--- config.mk ---
export PLATFORM = sky130hd
export DESIGN_NAME = bijiao_tongji_flat
export DESIGN_NICKNAME = d
export VERILOG_FILES = /design/src/rtl/bijiao_pkg.sv /design/src/rtl/bijiao_tongji_if.sv /design/src/rtl/bijiao_decode.sv /design/src/rtl/bijiao_tongji.sv /design/src/flat_wrapper.sv
export SDC_FILE = /design/constraint.sdc
export NUM_CORES = 1
export LEC_CHECK = 0
export ABC_AREA = 1
export CORE_UTILIZATION = 45
export CTS_CLUSTER_SIZE = 10
export DETAILED_ROUTE_END_ITERATION = 10
export GPL_TIMING_DRIVEN = 0
export PLACE_DENSITY = 0.74
export SETUP_SLACK_MARGIN = 0.4
export SKIP_CTS_REPAIR_TIMING = 1
export SLEW_MARGIN = 20
export SYNTH_ARGS = -nofsm -noshare
export SYNTH_HDL_FRONTEND = slang
export SYNTH_HIERARCHICAL = 1
export SYNTH_SLANG_ARGS = --single-unit
--- constraint.sdc ---
create_clock -name clk -period 2.85 [get_ports clk]
set_input_delay 0.285 -clock clk [delete_from_list [all_inputs] [get_ports clk]]
set_output_delay 0.285 -clock clk [all_outputs]
set_load 0.02 [all_outputs]
--- src/rtl/bijiao_pkg.sv ---
// Shared types for the comparator statistics stage.
// State encoding and majority result codes.
package bijiao_pkg;

  typedef enum logic [1:0] {
    IDLE   = 2'd0,
    COUNT  = 2'd1,
    REPORT = 2'd2
  } state_t;

  localparam logic [1:0] RES_EQ  = 2'b00;
  localparam logic [1:0] RES_GT  = 2'b01;
  localparam logic [1:0] RES_LT  = 2'b10;
  localparam logic [1:0] RES_TIE = 2'b11;

endpackage

--- src/rtl/bijiao_tongji_if.sv ---
// Handshake and report bundle between comparator,
// statistics stage and display/control logic.
interface bijiao_tongji_if #(
  parameter int CNT_W = 8
);
  logic             start;
  logic             in_valid;
  logic             xgy;
  logic             xsy;
  logic             xey;
  logic             ack;
  logic             busy;
  logic             done;
  logic [CNT_W-1:0] gt_cnt;
  logic [CNT_W-1:0] lt_cnt;
  logic [CNT_W-1:0] eq_cnt;
  logic [CNT_W-1:0] err_cnt;
  logic [1:0]       result;

  modport master (
    output start, in_valid, xgy, xsy, xey, ack,
    input  busy, done, gt_cnt, lt_cnt,
    input  eq_cnt, err_cnt, result
  );

  modport slave (
    input  start, in_valid, xgy, xsy, xey, ack,
    output busy, done, gt_cnt, lt_cnt,
    output eq_cnt, err_cnt, result
  );
endinterface

--- src/rtl/bijiao_decode.sv ---
// Classifies one comparator flag triple.
// Exactly one output is high for every input.
module bijiao_decode (
  input  logic xgy,
  input  logic xsy,
  input  logic xey,
  output logic is_gt,
  output logic is_lt,
  output logic is_eq,
  output logic is_err
);
  always_comb begin
    is_gt  = 1'b0;
    is_lt  = 1'b0;
    is_eq  = 1'b0;
    is_err = 1'b0;
    unique case ({xgy, xsy, xey})
      3'b100:  is_gt  = 1'b1;
      3'b010:  is_lt  = 1'b1;
      3'b001:  is_eq  = 1'b1;
      default: is_err = 1'b1;
    endcase
  end
endmodule

--- src/rtl/bijiao_tongji.sv ---
// Windowed statistics over comparator results with
// a registered majority verdict held until acknowledged.
module bijiao_tongji
  import bijiao_pkg::*;
#(
  parameter int CNT_W = 8,
  parameter int WIN   = 16
) (
  input logic            clk,
  input logic            rst_n,
  bijiao_tongji_if.slave bus
);
  state_t st, st_n;

  logic [CNT_W-1:0] gt, lt, eq, err, smp;
  logic [CNT_W-1:0] gt_n, lt_n, eq_n, err_n;
  logic [1:0]       res;
  logic is_gt, is_lt, is_eq, is_err;
  logic take, last, clr;

  bijiao_decode u_dec (
    .xgy    (bus.xgy),
    .xsy    (bus.xsy),
    .xey    (bus.xey),
    .is_gt  (is_gt),
    .is_lt  (is_lt),
    .is_eq  (is_eq),
    .is_err (is_err)
  );

  function automatic logic [1:0] majority(
    input logic [CNT_W-1:0] g,
    input logic [CNT_W-1:0] l,
    input logic [CNT_W-1:0] e
  );
    if (g > l && g > e)      return RES_GT;
    else if (l > g && l > e) return RES_LT;
    else if (e > g && e > l) return RES_EQ;
    else                     return RES_TIE;
  endfunction

  assign take = (st == COUNT) && bus.in_valid;
  assign last = take && (smp == CNT_W'(WIN - 1));
  assign clr  = bus.start &&
                ((st == IDLE) ||
                 (st == REPORT && bus.ack));

  assign gt_n  = gt  + CNT_W'(is_gt);
  assign lt_n  = lt  + CNT_W'(is_lt);
  assign eq_n  = eq  + CNT_W'(is_eq);
  assign err_n = err + CNT_W'(is_err);

  always_comb begin
    st_n = st;
    case (st)
      IDLE: begin
        if (bus.start) st_n = COUNT;
      end
      COUNT: begin
        if (last) st_n = REPORT;
      end
      REPORT: begin
        if (bus.ack) st_n = bus.start ? COUNT : IDLE;
      end
      default: st_n = IDLE;
    endcase
  end

  always_ff @(posedge clk or negedge rst_n) begin
    if (!rst_n) st <= IDLE;
    else        st <= st_n;
  end

  always_ff @(posedge clk or negedge rst_n) begin
    if (!rst_n) begin
      gt  <= '0;
      lt  <= '0;
      eq  <= '0;
      err <= '0;
      smp <= '0;
      res <= RES_EQ;
    end else if (clr) begin
      gt  <= '0;
      lt  <= '0;
      eq  <= '0;
      err <= '0;
      smp <= '0;
      res <= RES_EQ;
    end else if (take) begin
      gt  <= gt_n;
      lt  <= lt_n;
      eq  <= eq_n;
      err <= err_n;
      smp <= smp + 1'b1;
      // verdict uses counts that include this last sample
      if (last) res <= majority(gt_n, lt_n, eq_n);
    end
  end

  assign bus.busy    = (st == COUNT);
  assign bus.done    = (st == REPORT);
  assign bus.gt_cnt  = gt;
  assign bus.lt_cnt  = lt;
  assign bus.eq_cnt  = eq;
  assign bus.err_cnt = err;
  assign bus.result  = res;
endmodule

--- src/flat_wrapper.sv ---
// flat-port wrapper written by rule: the top's interface ports become plain ports
module bijiao_tongji_flat import bijiao_pkg::*;
#(
  parameter int CNT_W = 8,
  parameter int WIN   = 16
)
  (clk, rst_n, bus_start, bus_in_valid, bus_xgy, bus_xsy, bus_xey, bus_ack, bus_busy, bus_done, bus_gt_cnt, bus_lt_cnt, bus_eq_cnt, bus_err_cnt, bus_result);
  bijiao_tongji_if #(.CNT_W(CNT_W)) bus_i ();
  input logic clk;
  input logic rst_n;
  input wire logic [$bits(bus_i.start)-1:0] bus_start;
  input wire logic [$bits(bus_i.in_valid)-1:0] bus_in_valid;
  input wire logic [$bits(bus_i.xgy)-1:0] bus_xgy;
  input wire logic [$bits(bus_i.xsy)-1:0] bus_xsy;
  input wire logic [$bits(bus_i.xey)-1:0] bus_xey;
  input wire logic [$bits(bus_i.ack)-1:0] bus_ack;
  output wire logic [$bits(bus_i.busy)-1:0] bus_busy;
  output wire logic [$bits(bus_i.done)-1:0] bus_done;
  output wire logic [$bits(bus_i.gt_cnt)-1:0] bus_gt_cnt;
  output wire logic [$bits(bus_i.lt_cnt)-1:0] bus_lt_cnt;
  output wire logic [$bits(bus_i.eq_cnt)-1:0] bus_eq_cnt;
  output wire logic [$bits(bus_i.err_cnt)-1:0] bus_err_cnt;
  output wire logic [$bits(bus_i.result)-1:0] bus_result;
  assign bus_i.start = bus_start;
  assign bus_i.in_valid = bus_in_valid;
  assign bus_i.xgy = bus_xgy;
  assign bus_i.xsy = bus_xsy;
  assign bus_i.xey = bus_xey;
  assign bus_i.ack = bus_ack;
  assign bus_busy = bus_i.busy;
  assign bus_done = bus_i.done;
  assign bus_gt_cnt = bus_i.gt_cnt;
  assign bus_lt_cnt = bus_i.lt_cnt;
  assign bus_eq_cnt = bus_i.eq_cnt;
  assign bus_err_cnt = bus_i.err_cnt;
  assign bus_result = bus_i.result;
  bijiao_tongji #(.CNT_W(CNT_W), .WIN(WIN)) u_core (.clk(clk), .rst_n(rst_n), .bus(bus_i));
endmodule
; Word-level counts from Yosys, hierarchy flattened
; Index checks and enable logic that the tools add are counted.
[totals]
register_bits = 44
latchBits = 0
ramBits = 0
rom_bits = 0
input_bits = 8
output_inout_bits = 36
word_cells = 66
n_memories = 0
[classes]
add_sub_neg = 5
mul = 0
div_mod_pow = 0
order_cmp = 6
eq_ne = 9
shift = 0
n_mux = 25
bitwise_logic = 0
reduce_logical = 14
[op_table]
columns = op, count
row1 = 8-bit 2-to-1 mux, 10
row2 = 8-bit greater-than comparator, 6
row3 = 8-bit by 1-bit adder with 8-bit output, 4
row4 = 2-bit 2-to-1 mux, 9
row5 = "8-bit by 1-bit adder with 8-bit output, second input constant", 1
row6 = "8-bit by 4-bit equality test with 1-bit output, second input constant", 1
row7 = 1-bit logical AND, 7
row8 = 2-bit case mux with 3 select lines, 1
row9 = 1-bit 2-to-1 mux, 5
row10 = "2-bit inequality test, second input constant", 2
row11 = 2-bit nonzero test, 2
row12 = "3-bit by 1-bit equality test with 1-bit output, second input constant", 1
row13 = "3-bit by 2-bit equality test with 1-bit output, second input constant", 1
row14 = "3-bit equality test, second input constant", 1
row15 = 3-bit AND reduction, 1
row16 = 3-bit OR reduction, 1
row17 = "2-bit by 1-bit equality test with 1-bit output, second input constant", 1
row18 = "2-bit equality test, second input constant", 1
row19 = 2-bit logical NOT, 1
row20 = "2-bit by 1-bit inequality test with 1-bit output, second input constant", 1
row21 = 2-bit AND reduction, 1
row22 = 1-bit logical OR, 1

; Logic depth before layout (Yosys ltp)
; Gate-level depths: netlist of the first run.
[logic_depth]
word_depth = 11
ltp_mapped = 19
ltp_nobuf = 19

; Modules after synthesis
; Netlist of the first run, hierarchy kept.
[by_module_without_submodules]
columns = module, instances, cells_each, area_per_inst_um2, seq_area_each_um2
row1 = bijiao_tongji, 1, 399, 3056.7, 1101.1
row2 = bijiao_decode, 1, 10, 45.0, 0.0

; Worst setup path before layout of the first run
; OpenSTA, ideal clock, no wires.
[synth_timing]
kind = reg-to-reg
start = register u_core.gt[0], in the netlist u_core/bus.gt_cnt[0]
end = register u_core.res[0], in the netlist u_core/bus.result[0]
setup_time_ns = 0.117
t_arrival_ns = 2.082
required_time_ns = 2.733
path_slack_ns = 0.651
stages_incl_launch_ff = 15
path_buffers = 0
period_less_slack_ns = 2.199
path_cell_list = dfrtp_1 > ha_1 > nand2_1 > nor2_1 > nand2_1 > nor2_1 > xor2_1 > ha_1 > nand3_2 > nor2_1 > nor2_2 > nand2_1 > nand3_2 > nand3_1 > nand2_1
[synth_via]
elab_chain_len = 9
word_cells_on_any_way = 14
cone_classes = 1 x add/sub / 4 x order compare / 6 x mux / 3 x reduce/logical
[synth_rtl]
columns = element, line_no
row1 = start: declaration, bijiao_tongji.sv:15  ; logic [CNT_W-1:0] gt, lt, eq, err, smp;
row2 = start signal: assignment, bijiao_tongji.sv:90  ; gt <= gt_n;
row3 = 8-bit by 1-bit adder with 8-bit output (*), bijiao_tongji.sv:48  ; assign gt_n = gt + CNT_W'(is_gt);
row4 = 8-bit greater-than comparator, bijiao_tongji.sv:38  ; else if (e > g && e > l) return RES_EQ;
row5 = 1-bit logical AND, bijiao_tongji.sv:38
row6 = 2-bit 2-to-1 mux, bijiao_tongji.sv:38
row7 = 2-bit 2-to-1 mux, bijiao_tongji.sv:37  ; else if (l > g && l > e) return RES_LT;
row8 = 2-bit 2-to-1 mux (*), bijiao_tongji.sv:36  ; if (g > l && g > e) return RES_GT;
row9 = 2-bit 2-to-1 mux (*), bijiao_tongji.sv:96  ; if (last) res <= majority(gt_n, lt_n, eq_n);
row10 = 2-bit 2-to-1 mux (*), bijiao_tongji.sv:89  ; end else if (take) begin
row11 = 2-bit 2-to-1 mux (*), bijiao_tongji.sv:82  ; end else if (clr) begin
row12 = end signal: assignment, bijiao_tongji.sv:96
row13 = end: declaration, bijiao_tongji.sv:17  ; logic [1:0] res;
; Mark *: on every way between the ends. The rest lies on a longest branch, timed or not. The select of a mux whose other input is x is not followed.
; A chain may end at the register's enable or synchronous reset.

; Worst setup path after layout of the first run
[layout_timing]
start = register u_core.eq[0], in the netlist u_core/bus.eq_cnt[0]
end = register u_core.res[0], in the netlist u_core/bus.result[0]
[layout_via]
elab_chain_len = 9
word_cells_on_any_way = 14
cone_classes = 1 x add/sub / 4 x order compare / 6 x mux / 3 x reduce/logical
[layout_rtl]
columns = element, line_no
row1 = start: declaration, bijiao_tongji.sv:15
row2 = start signal: assignment, bijiao_tongji.sv:92  ; eq <= eq_n;
row3 = 8-bit by 1-bit adder with 8-bit output (*), bijiao_tongji.sv:50  ; assign eq_n = eq + CNT_W'(is_eq);
row4 = 8-bit greater-than comparator, bijiao_tongji.sv:38
row5 = 1-bit logical AND, bijiao_tongji.sv:38
row6 = 2-bit 2-to-1 mux, bijiao_tongji.sv:38
row7 = 2-bit 2-to-1 mux, bijiao_tongji.sv:37
row8 = 2-bit 2-to-1 mux (*), bijiao_tongji.sv:36
row9 = 2-bit 2-to-1 mux (*), bijiao_tongji.sv:96
row10 = 2-bit 2-to-1 mux (*), bijiao_tongji.sv:89
row11 = 2-bit 2-to-1 mux (*), bijiao_tongji.sv:82
; Marked as above.

==> flow_summary.yaml, run 1 <==
worst_setup_path:
  endpoint: "u_core/bus.result[0]"
  regToRegSetupSlack_ns: 0.58
  startpoint: "u_core/bus.eq_cnt[0]"
  timing.rr.end: "u_core/bus.result[0]"
  cpMaxStageDelayCell: "dfrtp_1"
  path_class: "register to register"
  reg2reg_depth: 12
  cp_max_fo: 4
  rr_startpoint: "u_core/bus.eq_cnt[0]"
  crit_chain: "ha_2 > nand3_4 > nor3_2 > nand2_1 > xor2_2 > ha_1 > nand3_2 > nor2_1 > nor2_2 > nand4_1 > nand3_1 > nand2_1"
  setup.worst_path.start_class: "register"
  crit_top_cell: "nand2_1"
  worstPathArrival_ns: 2.47
  endpoint_kind: "register"
  worst-endpoint-required_ns: 3.06
  cpPeakStageDelay_ns: 0.39
yosys:
  yosys.area.top_type_share_pct: 35.5
  synth_seq_area_share_pct: 35.5
  yosysWarnings: 6
  synth_fp_nets: 441
  ys.flop_type: "dfrtp_1"
  postSynthAreaPerCell_um2: 7.58
  synth_area_leaders: "dfrtp_1, nand2_1, ha_1, inv_1, nor2_1"
  yosysUniqueCellTypes: 33
  synth_cells: 409
  synth_seq_cells: 44
  synth_enable_flop_cells: 0
  synth_area_um2: 3100
  synth_top_area_cell: "dfrtp_1"
  synthArstFlopShare_pct: 100
clock_network:
  h-tree-depth: 2
  root_buffer: "clkbuf_8"
  clock_path_buffers: 2
  clk_pin_slew_ns: 0.09
  cts_buffers: 5
  cts_tree: "done"
  clkLatencyLatePin_ns: 0.31
  cts_sinks: 44
die:
  start_util_pct: 47.8
  fp.dieH_um: 85.0
  core_um2: 6490
  die_w_um: 85.0
  die_area_um2: 7230
  rows: 29
  pin_count: 44
placed_design:
  dp_slack_ns: -0.181
  place.gp.congestion: 0.841
  placed_area_um2: 3640
  dp.cells: 530
  portBuffers: 43
  place_hpwl_um: 5560
timing:
  final.period_utilization_pct: 79.5
  hold_viol: 0
  fin_worst_skew_ns: 0.00426
  setup_tns_ns: 0
  maxSlewHeadroom_pct: 60.3
  worst_hold_slack_ns: 0.470
  rsz0062_at_grt: "false"
  tightest_slew_ns: 0.595
  post-route-min-period_ns: 2.27
  fin_ws_ns: 0.584
  fmax_mhz: 441
  maxSlewViolCount: 0
  setup_violations: 0
global_routing:
  grt_start_max_net_pins: 25
  grtUsageTotal_pct: 21.7
  antenna_found_initial: 0
  grt_pass1_vias: 2686
  overflow: 0
  grt_pass1_wl_um: 12300
route:
  postRouteAntennaNets: 0
  dr.pass1.iters: 4
  drc: 0
  num_vias: 2892
  drt_wl_total_um: 7470
  wl_per_cell_um: 13.8
  vias_per_cell: 5.34
  drt_iter0_drc: 132
final_layout:
  nNetsFinal: 496
  n_antenna_cell: 0
  area.sequential_um2: 1100
  final_layout_size_suffix_gt1_share_pct: 17.2
  finish.utilization_pct: 60.5
  post-route-cell-area_um2: 3930
  multiInputGateArea_um2: 1850
  n_fill_cell: 581
  final_cells: 542
  areaGrowthSynthToFinish_pct: 26.6
outcome:
  status: "finished, final reports clean"
hold_path:
  hold_class: "primary input to async pin"
power:
  power_density_nw_per_um2: 1120
  peakVddDrop_v: 0.000559
  power.total_mw: 4.39
  power.leakage_nw: 1.86
flow_run:
  drv_cap: 0
==> worst min-delay path by stage <==
stage	cells after the start	end	from	slack [ns]
floorplan	0	u_core/bus.eq_cnt[0]	rst_n	-0.01
global placement	2	u_core/bus.result[0]	u_core/bus.result[0]	0.47
detailed placement	1	u_core/bus.gt_cnt[4]	rst_n	0.29
CTS	1	u_core/bus.gt_cnt[5]	rst_n	-0.05
global route	2	u_core/smp[6]	rst_n	0.51
finish	2	u_core/bus.gt_cnt[4]	rst_n	0.47
==> flip-flops by register name, summed over array words and instances (netlist names) <==
name,flops
u_core/bus.result,2
u_core/bus.eq_cnt,8
u_core/st,2
u_core/smp,8
u_core/bus.gt_cnt,8
u_core/bus.err_cnt,8
u_core/bus.lt_cnt,8
==> cell type report <==
class                      instances  area share, %
clock buffer                       5           1.75
inverter                          67           6.44
tap                               77           2.45
sequential                        44           28.1
timing repair buffer              48           12.4
multi-input combinational        292           47.0
buffer                             6          0.605
clock inverter                     3           1.21
==> cell usage in the layout, fill, tap and decap left out, types with 13 or more instances in the layout <==
cell type        count
a21oi_1             15
clkdlybuf4s50_1     39
dfrtp_1             41
ha_1                19
inv_1               58
nand2_1             84
nand2_2             16
nand3_1             18
nor2_1              26
o21ai_0             17
o22ai_1             13
==> cell usage after synthesis, types with 9 or more instances <==
| cell type | n |
|---|---|
| nand2_2 | 14 |
| nand3_1 | 20 |
| dfrtp_1 | 44 |
| xor2_1 | 11 |
| nor2_1 | 28 |
| ha_1 | 24 |
| inv_1 | 61 |
| nand2_1 | 87 |
| o21ai_0 | 18 |
| nor2_2 | 9 |
| a21oi_1 | 16 |
| o22ai_1 | 13 |
==> routing by layer <==
metal,vias to the layer above,GRT usage [%],routed length [um]
li1,1440,-,-
met1,1366,29.9,3410
met2,79,35.6,3530
met3,7,3.50,444
met4,0,5.86,75
met5,-,0,0
==> cell families (layout without fill, tap and decap cells) <==
logic type                 after synthesis  after routing  share of synthesized area, %
buffers and inverters                   73            129                          8.91
xor gates and xnor gates                12             12                          3.39
and+or+nand+nor                        189            189                          29.7
AOI/OAI and AO/OA                       67             67                          12.8
adders and majority gates               24             24                          9.68
DFF                                     44             44                          35.5
==> power by group <==
group	internal (mW)	switching (mW)
clock	0.265	0.249
combinational	1.13	1.66
sequential	0.842	0.244
total	2.24	2.15
==> critical path: cells and delay by family, from the launching register on <==
| family | cells | cell delay, ns |
|---|---|---|
| adders and majority gates | 2 | 0.52 |
| DFF | 1 | 0.39 |
| and+or+nand+nor | 9 | 0.97 |
| xor gates and xnor gates | 1 | 0.27 |
Note: power is estimated with default switching activity, not from simulation.
==> inputs of run 2 (changes only) <==
Settings changed: PLACE_DENSITY 0.74 to 0.76.
Clock period 2.85 ns to 1.9 ns, I/O delays scaled along.
==> flow_summary.yaml, run 2 (synthesized netlist as in run 1, its figures left out) <==
worst_setup_path:
  path_delay_family: "simple AND/OR/NAND/NOR gates"
  critPathBufInv: 1
  cpPeakStageDelay_ns: 0.45
  cp_max_fo: 6
  path_class: "register to register"
  setup.worst_path.start_class: "register"
  reg2reg_depth: 13
  crit_top_cell: "nand3_2"
  crit_chain: "nand3_2 > nor2_4 > nand3_2 > xor2_2 > buf_4 > ha_1 > nand3_2 > nor2_2 > nand2_1 > nand2_2 > nand3_2 > nand3_1 > nand2_1"
  worstSetupPathDepth: 13
  cpMaxStageDelayCell: "dfrtp_2"
  endpoint_kind: "register"
  worst-endpoint-required_ns: 2.11
  worstPathArrival_ns: 2.36
clock_network:
  cts_tree: "done"
  clock_path_buffers: 2
  clk_pin_slew_ns: 0.10
  cts_buffers: 5
  clkLatencyLatePin_ns: 0.31
  h-tree-depth: 2
  root_buffer: "clkbuf_8"
  cts_sinks: 44
flow_run:
  drv_cap: 0
placed_design:
  place.gp.congestion: 0.861
  portBuffers: 43
  placed_area_um2: 3770
  dp.cells: 530
  place_hpwl_um: 5690
power:
  power.leakage_nw: 2.62
  switching_power_mw: 3.44
  pwr-share-comb_pct: 65.2
  p_int_mw: 3.57
  pwr-share-clk_pct: 11.1
  p_seq_share_pct: 23.7
  power_density_nw_per_um2: 1590
  peakVddDrop_v: 0.000925
  swShare_pct: 49.1
final_layout:
  areaGrowthSynthToFinish_pct: 41.9
  n_antenna_cell: 0
  post-route-cell-area_um2: 4400
  final_common_cell: "nand2_1"
  final_cells: 560
  final_cell_mix: "nand2_1, inv_1, dlymetal6s2s_1"
  final_layout_size_suffix_gt1_share_pct: 30.4
  finish.utilization_pct: 67.8
  nNetsFinal: 514
global_routing:
  antenna_found_initial: 0
  grt_pass1_wl_um: 12400
  grtUsageTotal_pct: 21.8
  grt_pass1_vias: 2695
  overflow: 0
  grt_start_max_net_pins: 28
die:
  die_area_um2: 7230
  pin_count: 44
  core_um2: 6490
  fp.dieH_um: 85.0
  die_w_um: 85.0
  rows: 29
  start_util_pct: 47.8
route:
  wl_per_cell_um: 15.3
  dr.pass1.iters: 5
  drt_wl_total_um: 8560
  drt_iter0_drc: 204
  drc: 0
  postRouteAntennaNets: 0
  num_vias: 3040
  vias_per_cell: 5.43
timing:
  fin_worst_skew_ns: 0.0132
  rsz0062_at_grt: "true"
  maxSlewViolCount: 0
  post-route-min-period_ns: 2.14
  fin_ws_ns: -0.242
  hold_viol: 0
  tightest_slew_ns: 0.506
  final.period_utilization_pct: 113
  fmax_mhz: 467
  maxSlewHeadroom_pct: 65.9
  setup_violations: 2
outcome:
  status: "finished, violations left"
  violations: "negative setup slack"
hold_path:
  hold_class: "primary input to async pin"
run 2: changes by cell type in the layout (fill, tap and decap cells not counted), moves of 5 or more:
cell             change
o21ai_2              +5
dfrtp_1              -7
nor2_1               -8
dfrtp_2              +7
dlymetal6s2s_1      +35
o21ai_0              -8
nand2_1              -8
nor2_4               +7
buf_4               +14
clkdlybuf4s50_1     -35
run 2: through the flow:
stage | setup TNS (ns) | setup WS (ns) | hold WS, ns | total power [mW]
finish | -0.474 | -0.242 | 0.356 | 7.01
detailed placement | -3.01 | -0.880 | 0.176 | 5.71
CTS | -1.09 | -0.548 | -0.166 | 6.50
global route | -0.767 | -0.388 | 0.399 | 7.60
global placement | -32.41 | -0.823 | 0.473 | 5.59
floorplan | -0.181 | -0.0904 | -0.106 | 4.47
run 2: path summary, 6_finish.rpt:
kind / start / to / slack, ns
worst max register to register: u_core/bus.lt_cnt[2] / u_core/bus.result[0] / -0.24
min in group clk: u_core/bus.result[0] / u_core/bus.result[0] / 0.50
worst max-delay path: u_core/bus.lt_cnt[2] / u_core/bus.result[0] / -0.24
worst min-delay path: rst_n / u_core/bus.lt_cnt[5] / 0.36
worst min register to register: u_core/bus.result[0] / u_core/bus.result[0] / 0.50
max in group asynchronous: rst_n / u_core/bus.gt_cnt[0] / 1.02
run 2: area by class of cell:
cell class	count	area [um^2]
inverter	67	262
clock inverter	3	46.3
fill	495	2090
tap	77	96.3
clock buffer	5	68.8
buffer	6	40.0
timing repair buffer	66	737
sequential	44	1110
multi-input combinational	292	2040
run 2: power by group through the flow:
stage          clock network, mW  registers, mW  logic, mW
2_1_floorplan                  0           1.91       2.56
3_3_place_gp                   0           1.64       3.95
3_5_place_dp                   0           1.65       4.05
4_1_cts                    0.782           1.64       4.08
5_1_grt                    0.828           1.71       5.06
6_report                   0.778           1.66       4.57
run 2: metal layers:
metal | vias to the layer above | track usage (%) | routed length [um]
met2 | 105 | 36.4 | 4190
met1 | 1439 | 28.8 | 3790
li1 | 1481 | - | -
met3 | 15 | 3.60 | 438
met5 | - | 0 | 0
met4 | 0 | 7.40 | 135
==> inputs of run 3 (changes only) <==
Settings changed: SLEW_MARGIN 20 to default.
==> results of run 3 <==
The final DEF is identical to that of run 2; final timing and power are the same.
